`src/rtl/uart_pkg.sv`:
```
// rtl/uart_pkg.sv - shared types and constants for the UART transmit engine
// Contents: FSM state enum, controlReg bit indices, word-length encoding,
// oversampling constant and a word-length helper.
// Config macro: UART_TX_PARITY_EN adds the PARITY state to the enum.
package uart_pkg;

  localparam int TICKS_PER_BIT = 16;

  localparam int CTRL_WLEN_LO = 0;
  localparam int CTRL_WLEN_HI = 1;
  localparam int CTRL_STOP2   = 2;
  localparam int CTRL_PAR_EN  = 3;
  localparam int CTRL_EVEN    = 4;
  localparam int CTRL_STICK   = 5;
  localparam int CTRL_BREAK   = 6;

  typedef enum logic [1:0] {
    WLEN_5 = 2'd0,
    WLEN_6 = 2'd1,
    WLEN_7 = 2'd2,
    WLEN_8 = 2'd3
  } wlen_t;

`ifdef UART_TX_PARITY_EN
  typedef enum logic [2:0] {
    ST_IDLE, ST_LOAD, ST_START, ST_DATA, ST_PARITY, ST_STOP
  } tx_state_t;
`else
  typedef enum logic [2:0] {
    ST_IDLE, ST_LOAD, ST_START, ST_DATA, ST_STOP
  } tx_state_t;
`endif

  // Number of data bits carried by a frame for a given word-length code.
  function automatic logic [3:0] data_bits(input wlen_t wlen);
    return 4'd5 + {2'b00, wlen};
  endfunction

endpackage

```
`src/rtl/uart_tx_parity_gen.sv`:
```
// rtl/uart_tx_parity_gen.sv - combinational parity bit generator
// Ports: data (frame byte), word_len (5..8 bit code), even (even-parity
// select), stick (stick parity) -> parity (bit to transmit).
// Config macro: UART_TX_PARITY_EN; the module exists only when it is defined.
`ifdef UART_TX_PARITY_EN
module uart_tx_parity_gen
  import uart_pkg::*;
(
  input  logic [7:0] data,
  input  wlen_t      word_len,
  input  logic       even,
  input  logic       stick,
  output logic       parity
);

  logic [7:0] mask;
  logic       data_xor;

  always_comb begin
    // Bits above the word length never reach the line, so they must not
    // contribute to parity either.
    mask     = 8'hFF >> (4'd8 - data_bits(word_len));
    data_xor = ^(data & mask);
    if (stick) begin
      parity = ~even;
    end else begin
      parity = even ? data_xor : ~data_xor;
    end
  end

endmodule
`endif

```
`src/rtl/uart_tx_engine.sv`:
```
// rtl/uart_tx_engine.sv - 16x-oversampled UART transmit framer
// Ports: clock, resetN (sync, active-low), baudRateX16Tick (16x baud strobe),
// controlReg (line control), fifoEmpty/fifoData (FWFT TX FIFO head) ->
// fifoRe (pop strobe), uartTxLine (registered serial out), txBusy, txEmpty.
// Config macro: UART_TX_PARITY_EN compiles in the parity bit.
module uart_tx_engine (
  input  logic       clock,
  input  logic       resetN,
  input  logic       baudRateX16Tick,
  input  logic [6:0] controlReg,
  input  logic       fifoEmpty,
  input  logic [7:0] fifoData,
  output logic       fifoRe,
  output logic       uartTxLine,
  output logic       txBusy,
  output logic       txEmpty
);
  import uart_pkg::*;

  tx_state_t  state, state_next;
  logic [3:0] tick_cnt, tick_cnt_next;
  logic [2:0] bit_cnt, bit_cnt_next;
  logic [7:0] shift_reg, shift_next;
  wlen_t      wlen;
  logic       stop2;
  logic       line_next;
  logic       bit_end;
  logic       brk;

  assign brk     = controlReg[CTRL_BREAK];
  assign bit_end = baudRateX16Tick && (tick_cnt == 4'(TICKS_PER_BIT - 1));

`ifdef UART_TX_PARITY_EN
  logic par_en, par_bit, par_calc;

  // Parity is computed from the FIFO head during LOAD and latched with the
  // byte, so the shift register can be destroyed while shifting.
  uart_tx_parity_gen u_parity (
    .data     (fifoData),
    .word_len (wlen_t'(controlReg[CTRL_WLEN_HI:CTRL_WLEN_LO])),
    .even     (controlReg[CTRL_EVEN]),
    .stick    (controlReg[CTRL_STICK]),
    .parity   (par_calc)
  );
`else
  logic unused_ctrl;
  assign unused_ctrl = ^controlReg[CTRL_STICK:CTRL_PAR_EN];
`endif

  always_ff @(posedge clock) begin
    if (!resetN) begin
      state      <= ST_IDLE;
      tick_cnt   <= 4'd0;
      bit_cnt    <= 3'd0;
      shift_reg  <= 8'h00;
      wlen       <= WLEN_5;
      stop2      <= 1'b0;
      uartTxLine <= 1'b1;
`ifdef UART_TX_PARITY_EN
      par_en     <= 1'b0;
      par_bit    <= 1'b0;
`endif
    end else begin
      state      <= state_next;
      tick_cnt   <= tick_cnt_next;
      bit_cnt    <= bit_cnt_next;
      shift_reg  <= shift_next;
      uartTxLine <= line_next;
      if (state == ST_LOAD) begin
        wlen  <= wlen_t'(controlReg[CTRL_WLEN_HI:CTRL_WLEN_LO]);
        stop2 <= controlReg[CTRL_STOP2];
`ifdef UART_TX_PARITY_EN
        par_en  <= controlReg[CTRL_PAR_EN];
        par_bit <= par_calc;
`endif
      end
    end
  end

  always_comb begin
    state_next    = state;
    tick_cnt_next = tick_cnt;
    bit_cnt_next  = bit_cnt;
    shift_next    = shift_reg;
    line_next     = 1'b1;

    // IDLE and LOAD never count, so a tick in LOAD is dropped; the counter
    // wraps to 0 on every bit end, so each bit state starts from zero.
    if (baudRateX16Tick && state != ST_IDLE && state != ST_LOAD) begin
      tick_cnt_next = tick_cnt + 4'd1;
    end

    case (state)
      ST_IDLE: begin
        if (!fifoEmpty && !brk) state_next = ST_LOAD;
      end
      ST_LOAD: begin
        shift_next = fifoData;
        state_next = ST_START;
      end
      ST_START: begin
        if (bit_end) state_next = ST_DATA;
      end
      ST_DATA: begin
        if (bit_end) begin
          shift_next = {1'b0, shift_reg[7:1]};
          if (bit_cnt == 3'(data_bits(wlen) - 4'd1)) begin
            bit_cnt_next = 3'd0;
`ifdef UART_TX_PARITY_EN
            state_next   = par_en ? ST_PARITY : ST_STOP;
`else
            state_next   = ST_STOP;
`endif
          end else begin
            bit_cnt_next = bit_cnt + 3'd1;
          end
        end
      end
`ifdef UART_TX_PARITY_EN
      ST_PARITY: begin
        if (bit_end) state_next = ST_STOP;
      end
`endif
      ST_STOP: begin
        // bit_cnt counts completed stop bits; two-stop frames run it to 1.
        if (bit_end) begin
          if (bit_cnt == {2'b00, stop2}) begin
            bit_cnt_next = 3'd0;
            state_next   = ST_IDLE;
          end else begin
            bit_cnt_next = 3'd1;
          end
        end
      end
      default: state_next = ST_IDLE;
    endcase

    // The line register is loaded from the next state so that the level
    // appears on the very first cycle of each state.
    case (state_next)
      ST_START:  line_next = 1'b0;
      ST_DATA:   line_next = shift_next[0];
`ifdef UART_TX_PARITY_EN
      ST_PARITY: line_next = par_bit;
`endif
      default:   line_next = 1'b1;
    endcase
    if (brk) line_next = 1'b0;
  end

  // Gated by resetN so a frame aborted in LOAD never pops the FIFO.
  assign fifoRe  = (state == ST_LOAD) && resetN;
  assign txBusy  = (state != ST_IDLE);
  assign txEmpty = !txBusy && fifoEmpty;

endmodule

```
`config.mk`:
```
export PLATFORM = sky130hd
export DESIGN_NAME = uart_tx_engine
export DESIGN_NICKNAME = d
export VERILOG_FILES = /design/src/rtl/uart_pkg.sv /design/src/rtl/uart_tx_parity_gen.sv /design/src/rtl/uart_tx_engine.sv
export SDC_FILE = /design/constraint.sdc
export NUM_CORES = 1
export LEC_CHECK = 0
export CAP_MARGIN = 20
export CORE_UTILIZATION = 53
export DETAILED_ROUTE_END_ITERATION = 16
export PLACE_DENSITY = 0.82
export SKIP_CTS_REPAIR_TIMING = 1
export SLEW_MARGIN = 40
export SYNTH_ARGS = -nofsm -noshare
export SYNTH_HDL_FRONTEND = slang
export SYNTH_SLANG_ARGS = --single-unit
```
`constraint.sdc`:
```
create_clock -name clock -period 3 [get_ports clock]
set_input_delay 0.75 -clock clock [delete_from_list [all_inputs] [get_ports clock]]
set_output_delay 0.75 -clock clock [all_outputs]
set_load 0.02 [all_outputs]
```
==> results.py, run 1 <==
metrics = {
    "global_routing": {
        "overflow": 0,
        "first_global_vias": 806,
        "grt_pass1_wl_um": 3360,
        "grt_usage_pct": 21.19,
        "grt_max_degree": 17,
        "antenna_found_initial": 0,
    },
    "yosys": {
        "synth-seq-cells": 22,
        "yosysWarnings": 0,
        "synth.distinct_cells": 42,
        "synth_area_um2": 1099,
        "synthTopCellsByArea": "dfxtp_1 (40%), a21oi_1 (4.6%), mux2i_1 (4.6%)",
        "postSynthAreaPerCell_um2": 9.005,
        "syn_inst": 122,
        "yosysTopAreaCell": "dfxtp_1",
        "netlist_top_cells_count": "dfxtp_1 (22), nor2_1 (12), nand2_1 (11), a21oi_1 (10)",
        "synth-edff-count": 0,
        "synth_most_common_cell": "dfxtp_1",
        "syn-num-nets": 143,
        "async_reset_ff_share_pct": 0,
        "synth_flop_cell": "dfxtp_1",
        "synth_top_area_share_pct": 40.09,
        "ys_seq_area_share_pct": 40.09,
    },
    "setup_path": {
        "crit_required_ps": 2250,
        "path_max_fanout": 2,
        "endpoint_kind": "output port",
        "path_class": "in -> out",
        "crit_arrival_ps": 1990,
        "cp-start-kind": "primary input",
    },
    "place": {
        "dp_hpwl_um": 1674,
        "postPlaceCellArea_um2": 1306,
        "gp_congestion": 0.8176,
        "io_buffers": 19,
        "placedCellCount": 164,
    },
    "outcome": {
        "outcome": "finished, final reports clean",
    },
    "sta": {
        "finalHoldViolCount": 0,
        "slew_headroom_pct": 65.37,
        "setup_viol": 0,
        "drv_slew": 0,
        "layout_min_cycle_time_ps": 2739,
        "rsz0062_at_grt": "no",
        "worst_slew_pin_slew_ps": 518.9,
        "fmax_mhz": 365.1,
        "fin_tns_setup_ps": 0,
        "finClkSkew_ps": 5.499,
        "timing.final.crit_share_pct": 91.30,
    },
    "clock_network": {
        "cts_tree": "yes",
        "cts-root-buf": "clkbuf_4",
        "max-clock-path-buffers": 2,
        "numClockSinks": 22,
        "numCtsBuffers": 3,
        "clk_latency_ps": 310,
        "clk_pin_slew_worst_paths_ps": 110,
        "h-tree-depth": 1,
    },
    "layout": {
        "syn2layout_area_growth_pct": 20.96,
        "largest_reg_flops": 8,
        "nNetsFinal": 163,
        "drive_gt1_share_pct": 8.571,
        "n_antenna_cell": 0,
        "final_area_um2": 1329,
        "fin_cells": 167,
    },
    "floorplan": {
        "initial_core_util_pct": 55.99,
        "rows": 16,
        "boundaryPins": 23,
        "die_h_um": 47.53,
        "dieArea_um2": 2259,
        "core_area_um2": 1962,
        "die_width_um": 47.53,
    },
    "routing": {
        "vias": 938,
        "ant_nets": 0,
        "finalWirelength_um": 2208,
        "drtIter0Drc": 22,
        "drc": 0,
        "via_per_inst": 5.617,
        "dr.pass1.iters": 4,
        "routedWlPerCell_um": 13.22,
    },
    "flow_run": {
        "drv_cap": 0,
    },
    "pwr": {
        "vdd_drop_max_uv": 274.8,
        "p_leak_nw": 0.4750,
        "p_total_mw": 0.5411,
        "power_density_nw_per_um2": 407.2,
    },
    "hold_path": {
        "min_path_type": "reg -> reg",
    },
}
cells in the final DEF, fill, tap and decap left out, types with 3 or more instances in the layout:
cell type,n
clkdlybuf4s50_1,19
clkbuf_4,3
nor2_1,12
o21ai_0,6
xnor2_1,4
a22oi_1,6
a21oi_1,10
mux2i_1,5
nand2_1,11
dfxtp_1,22
worst max-delay path, stage by stage:
cell and delay, ps:
clkdlybuf4s50_1 470, inv_1 40, nor2_1 100, clkdlybuf4s50_1 620
cell families (layout without fill, tap and decap cells):
family	count (synthesis)	count (layout)	synth area share [%]
xor gates and xnor gates	6	6	4.784
DFF	22	22	40.09
buffers and inverters	8	26	3.531
and+or+nand+nor	43	43	21.75
adders and majority gates	2	2	2.278
AOI/OAI and AO/OA	36	36	23.01
muxes	5	5	4.556
layout make-up:
type / count / area [um2]
fillers: 185 / 633.1
multi-input cells: 92 / 619.3
flip-flops and latches: 22 / 440.4
repair buffers: 21 / 205.2
well taps: 27 / 33.78
clock buffers: 3 / 22.52
inverters: 2 / 7.507
stage by stage:
| step | utilization (%) | worst slack [ps] | hold slack [ps] |
|---|---|---|---|
| 4_1_cts | 67.73 | 240.9 | 462.4 |
| 5_1_grt | 67.73 | 186.2 | 497.5 |
| 6_report | 67.73 | 260.9 | 459.5 |
| 3_5_place_dp | 66.58 | 249.1 | 446.8 |
| 2_1_floorplan | - | 942.9 | 436.0 |
| 3_3_place_gp | 66.58 | 286.7 | 441.9 |
per-layer routing:
layer	share of wire, %	track usage [%]	up-vias
met4	0.36	3.429	0
met5	0	0	-
met2	48	37.26	17
li1	-	-	483
met1	48	25.35	436
met3	3.8	7.170	2
final timing paths:
check / endpoint / startpoint / slack (ps) / cells past startpoint
worst max register to register: shift_reg[1]$_SDFFE_PN0P_ / state[1]$_SDFF_PN0_ / 1300 / 5
worst max-delay path: txEmpty / fifoEmpty / 260 / 4
worst min register to register: shift_reg[5]$_SDFFE_PN0P_ / shift_reg[5]$_SDFFE_PN0P_ / 460 / 2
worst min-delay path: shift_reg[5]$_SDFFE_PN0P_ / shift_reg[5]$_SDFFE_PN0P_ / 460 / 2
where the power goes:
group	switching [mW]	total, mW	internal, mW
Sequential	0.0134	0.318	0.304
Clock	0.0842	0.131	0.0470
Combinational	0.0412	0.0924	0.0512
Total	0.139	0.541	0.402
Note: power is estimated with default switching activity, not from simulation.
==> run 2: changes to the inputs <==
CORE_ASPECT_RATIO = 0.6   (was unset)
CORE_UTILIZATION = 44   (was 53)
PLACE_DENSITY = 0.73   (was 0.82)
TNS_END_PERCENT = 100   (was unset)
clock period = 2.3 ns   (was 3 ns; I/O delays follow)
==> run 2 against run 1 <==
- utilization decreased by 5.8 points
- critical endpoint is now txBusy
- hold slack got worse by 3.6 ps
- clock-buffer cell count increased by 1
==> results.py, run 2 (synthesis results as in run 1) <==
metrics = {
    "outcome": {
        "outcome": "finished, final reports clean",
    },
    "clock_network": {
        "cts_tree": "yes",
        "max-clock-path-buffers": 2,
        "clk_pin_slew_worst_paths_ps": 70,
        "clk_latency_ps": 260,
        "numCtsBuffers": 3,
        "h-tree-depth": 1,
        "cts-root-buf": "clkbuf_8",
        "numClockSinks": 22,
    },
    "sta": {
        "layout_min_cycle_time_ps": 2119,
        "finalHoldViolCount": 0,
        "fmax_mhz": 472.0,
        "worst_slew_pin_slew_ps": 486.0,
        "timing.final.crit_share_pct": 92.12,
        "finClkSkew_ps": 1.413,
        "slew_headroom_pct": 67.57,
        "setup_viol": 0,
        "drv_slew": 0,
        "rsz0062_at_grt": "no",
    },
    "setup_path": {
        "endpoint_kind": "output port",
        "critPathSlowestCell": "clkdlybuf4s50_1",
        "crit_arrival_ps": 1540,
        "crit_required_ps": 1730,
        "reg2reg_slack_ps": 640,
        "path_class": "reg -> out",
        "cpPeakStageDelay_ps": 550,
        "crit_path_start": "state[1]$_SDFF_PN0_",
        "reg2reg_from": "tick_cnt[0]$_SDFFE_PN0P_",
        "worstPathCellList": "or3_1, clkdlybuf4s50_1",
        "path_max_fanout": 3,
        "cp-start-kind": "flop",
    },
    "global_routing": {
        "first_global_vias": 929,
        "antenna_found_initial": 0,
        "overflow": 0,
        "grt_usage_pct": 21.49,
        "grt_max_degree": 17,
        "grt_pass1_wl_um": 4140,
    },
    "pwr": {
        "p_int_mw": 0.6203,
        "seqPwrFrac_pct": 50.0,
        "comb_power_share_pct": 16.6,
        "power_density_nw_per_um2": 580.9,
        "vdd_drop_max_uv": 298.9,
        "p_leak_nw": 0.5398,
        "p_switching_mw": 0.1931,
        "p_total_mw": 0.8134,
        "p_sw_share_pct": 23.74,
        "pwr-share-clk_pct": 33.4,
    },
    "layout": {
        "final_area_um2": 1400,
        "fin_cells": 175,
        "layout_common_cells": "dfxtp_1 (22), clkdlybuf4s50_1 (17), nor2_1 (12), nand2_1 (11), a21oi_1 (10)",
        "drive_gt1_share_pct": 11.72,
        "final_common_cell": "dfxtp_1",
        "nNetsFinal": 167,
        "largest_reg_flops": 8,
        "fin_util_pct": 61.93,
        "syn2layout_area_growth_pct": 27.45,
        "n_antenna_cell": 0,
    },
    "place": {
        "postPlaceCellArea_um2": 1340,
        "io_buffers": 19,
        "dp_hpwl_um": 1986,
        "placedCellCount": 171,
        "gp_congestion": 0.8113,
    },
    "floorplan": {
        "dieArea_um2": 2707,
        "core_area_um2": 2261,
        "boundaryPins": 23,
        "die_width_um": 66.51,
        "rows": 13,
        "die_h_um": 40.71,
        "initial_core_util_pct": 48.59,
    },
    "hold_path": {
        "hold_start": "shift_reg[6]$_SDFFE_PN0P_",
        "min_path_type": "reg -> reg",
    },
    "routing": {
        "routedWlPerCell_um": 14.49,
        "dr.pass1.iters": 4,
        "drc": 0,
        "vias": 979,
        "finalWirelength_um": 2536,
        "via_per_inst": 5.594,
        "ant_nets": 0,
        "drtIter0Drc": 44,
    },
    "flow_run": {
        "drv_cap": 0,
    },
}
## run 2: cell count changes in the layout (fill, tap and decap cells not counted)
cell / change
buf_4: +4
clkbuf_4: -3
clkbuf_8: +4
clkdlybuf4s50_1: -2
dlymetal6s2s_1: +2
## run 2: metal layers
metal | up-vias | routed length [um] | GRT usage, %
met5 | - | 0 | 0
met4 | 0 | 10 | 3.723
met3 | 2 | 178 | 7.222
met2 | 29 | 1246 | 39.80
met1 | 455 | 1101 | 25.33
li1 | 493 | - | -
## run 2: worst paths after layout
kind                            depth (start not counted)                         to
worst max-delay path                                    2                     txBusy
worst max register to register                          5  shift_reg[5]$_SDFFE_PN0P_
worst min-delay path                                    2  shift_reg[6]$_SDFFE_PN0P_
worst min register to register                          2  shift_reg[6]$_SDFFE_PN0P_
## run 2: power groups by stage
| stage | registers [mW] | clock network (mW) | logic [mW] |
|---|---|---|---|
| 4_1_cts | 0.407 | 0.279 | 0.136 |
| 6_report | 0.407 | 0.272 | 0.135 |
| 3_3_place_gp | 0.414 | 0 | 0.131 |
| 3_5_place_dp | 0.415 | 0 | 0.135 |
| 5_1_grt | 0.408 | 0.299 | 0.147 |
| 2_1_floorplan | 0.416 | 0 | 0.0719 |
## run 2: per-stage QoR
step / setup slack (ps) / setup TNS [ps] / hold slack [ps]
2_1_floorplan: 417.9 / 0 / 436.0
3_3_place_gp: -77.36 / -125.1 / 444.0
3_5_place_dp: -93.81 / -169.3 / 450.6
4_1_cts: -94.64 / -170.8 / 462.0
5_1_grt: 126.7 / 0 / 474.4
6_report: 181.2 / 0 / 455.8
## run 2: critical path: cells and delay by family, from the launching register on
family	cells	cell delay, ps
buffers and inverters	1	550
and+or+nand+nor	1	400
DFF	1	330
## run 2: area by class of cell
| cell class | count | area [um2] |
|---|---|---|
| Fill cell | 203 | 860.8 |
| Multi-Input combinational cell | 92 | 619.3 |
| Sequential cell | 22 | 440.4 |
| Timing Repair Buffer | 25 | 240.2 |
| Clock buffer | 4 | 55.05 |
| Tap cell | 30 | 37.54 |
| Inverter | 2 | 7.507 |
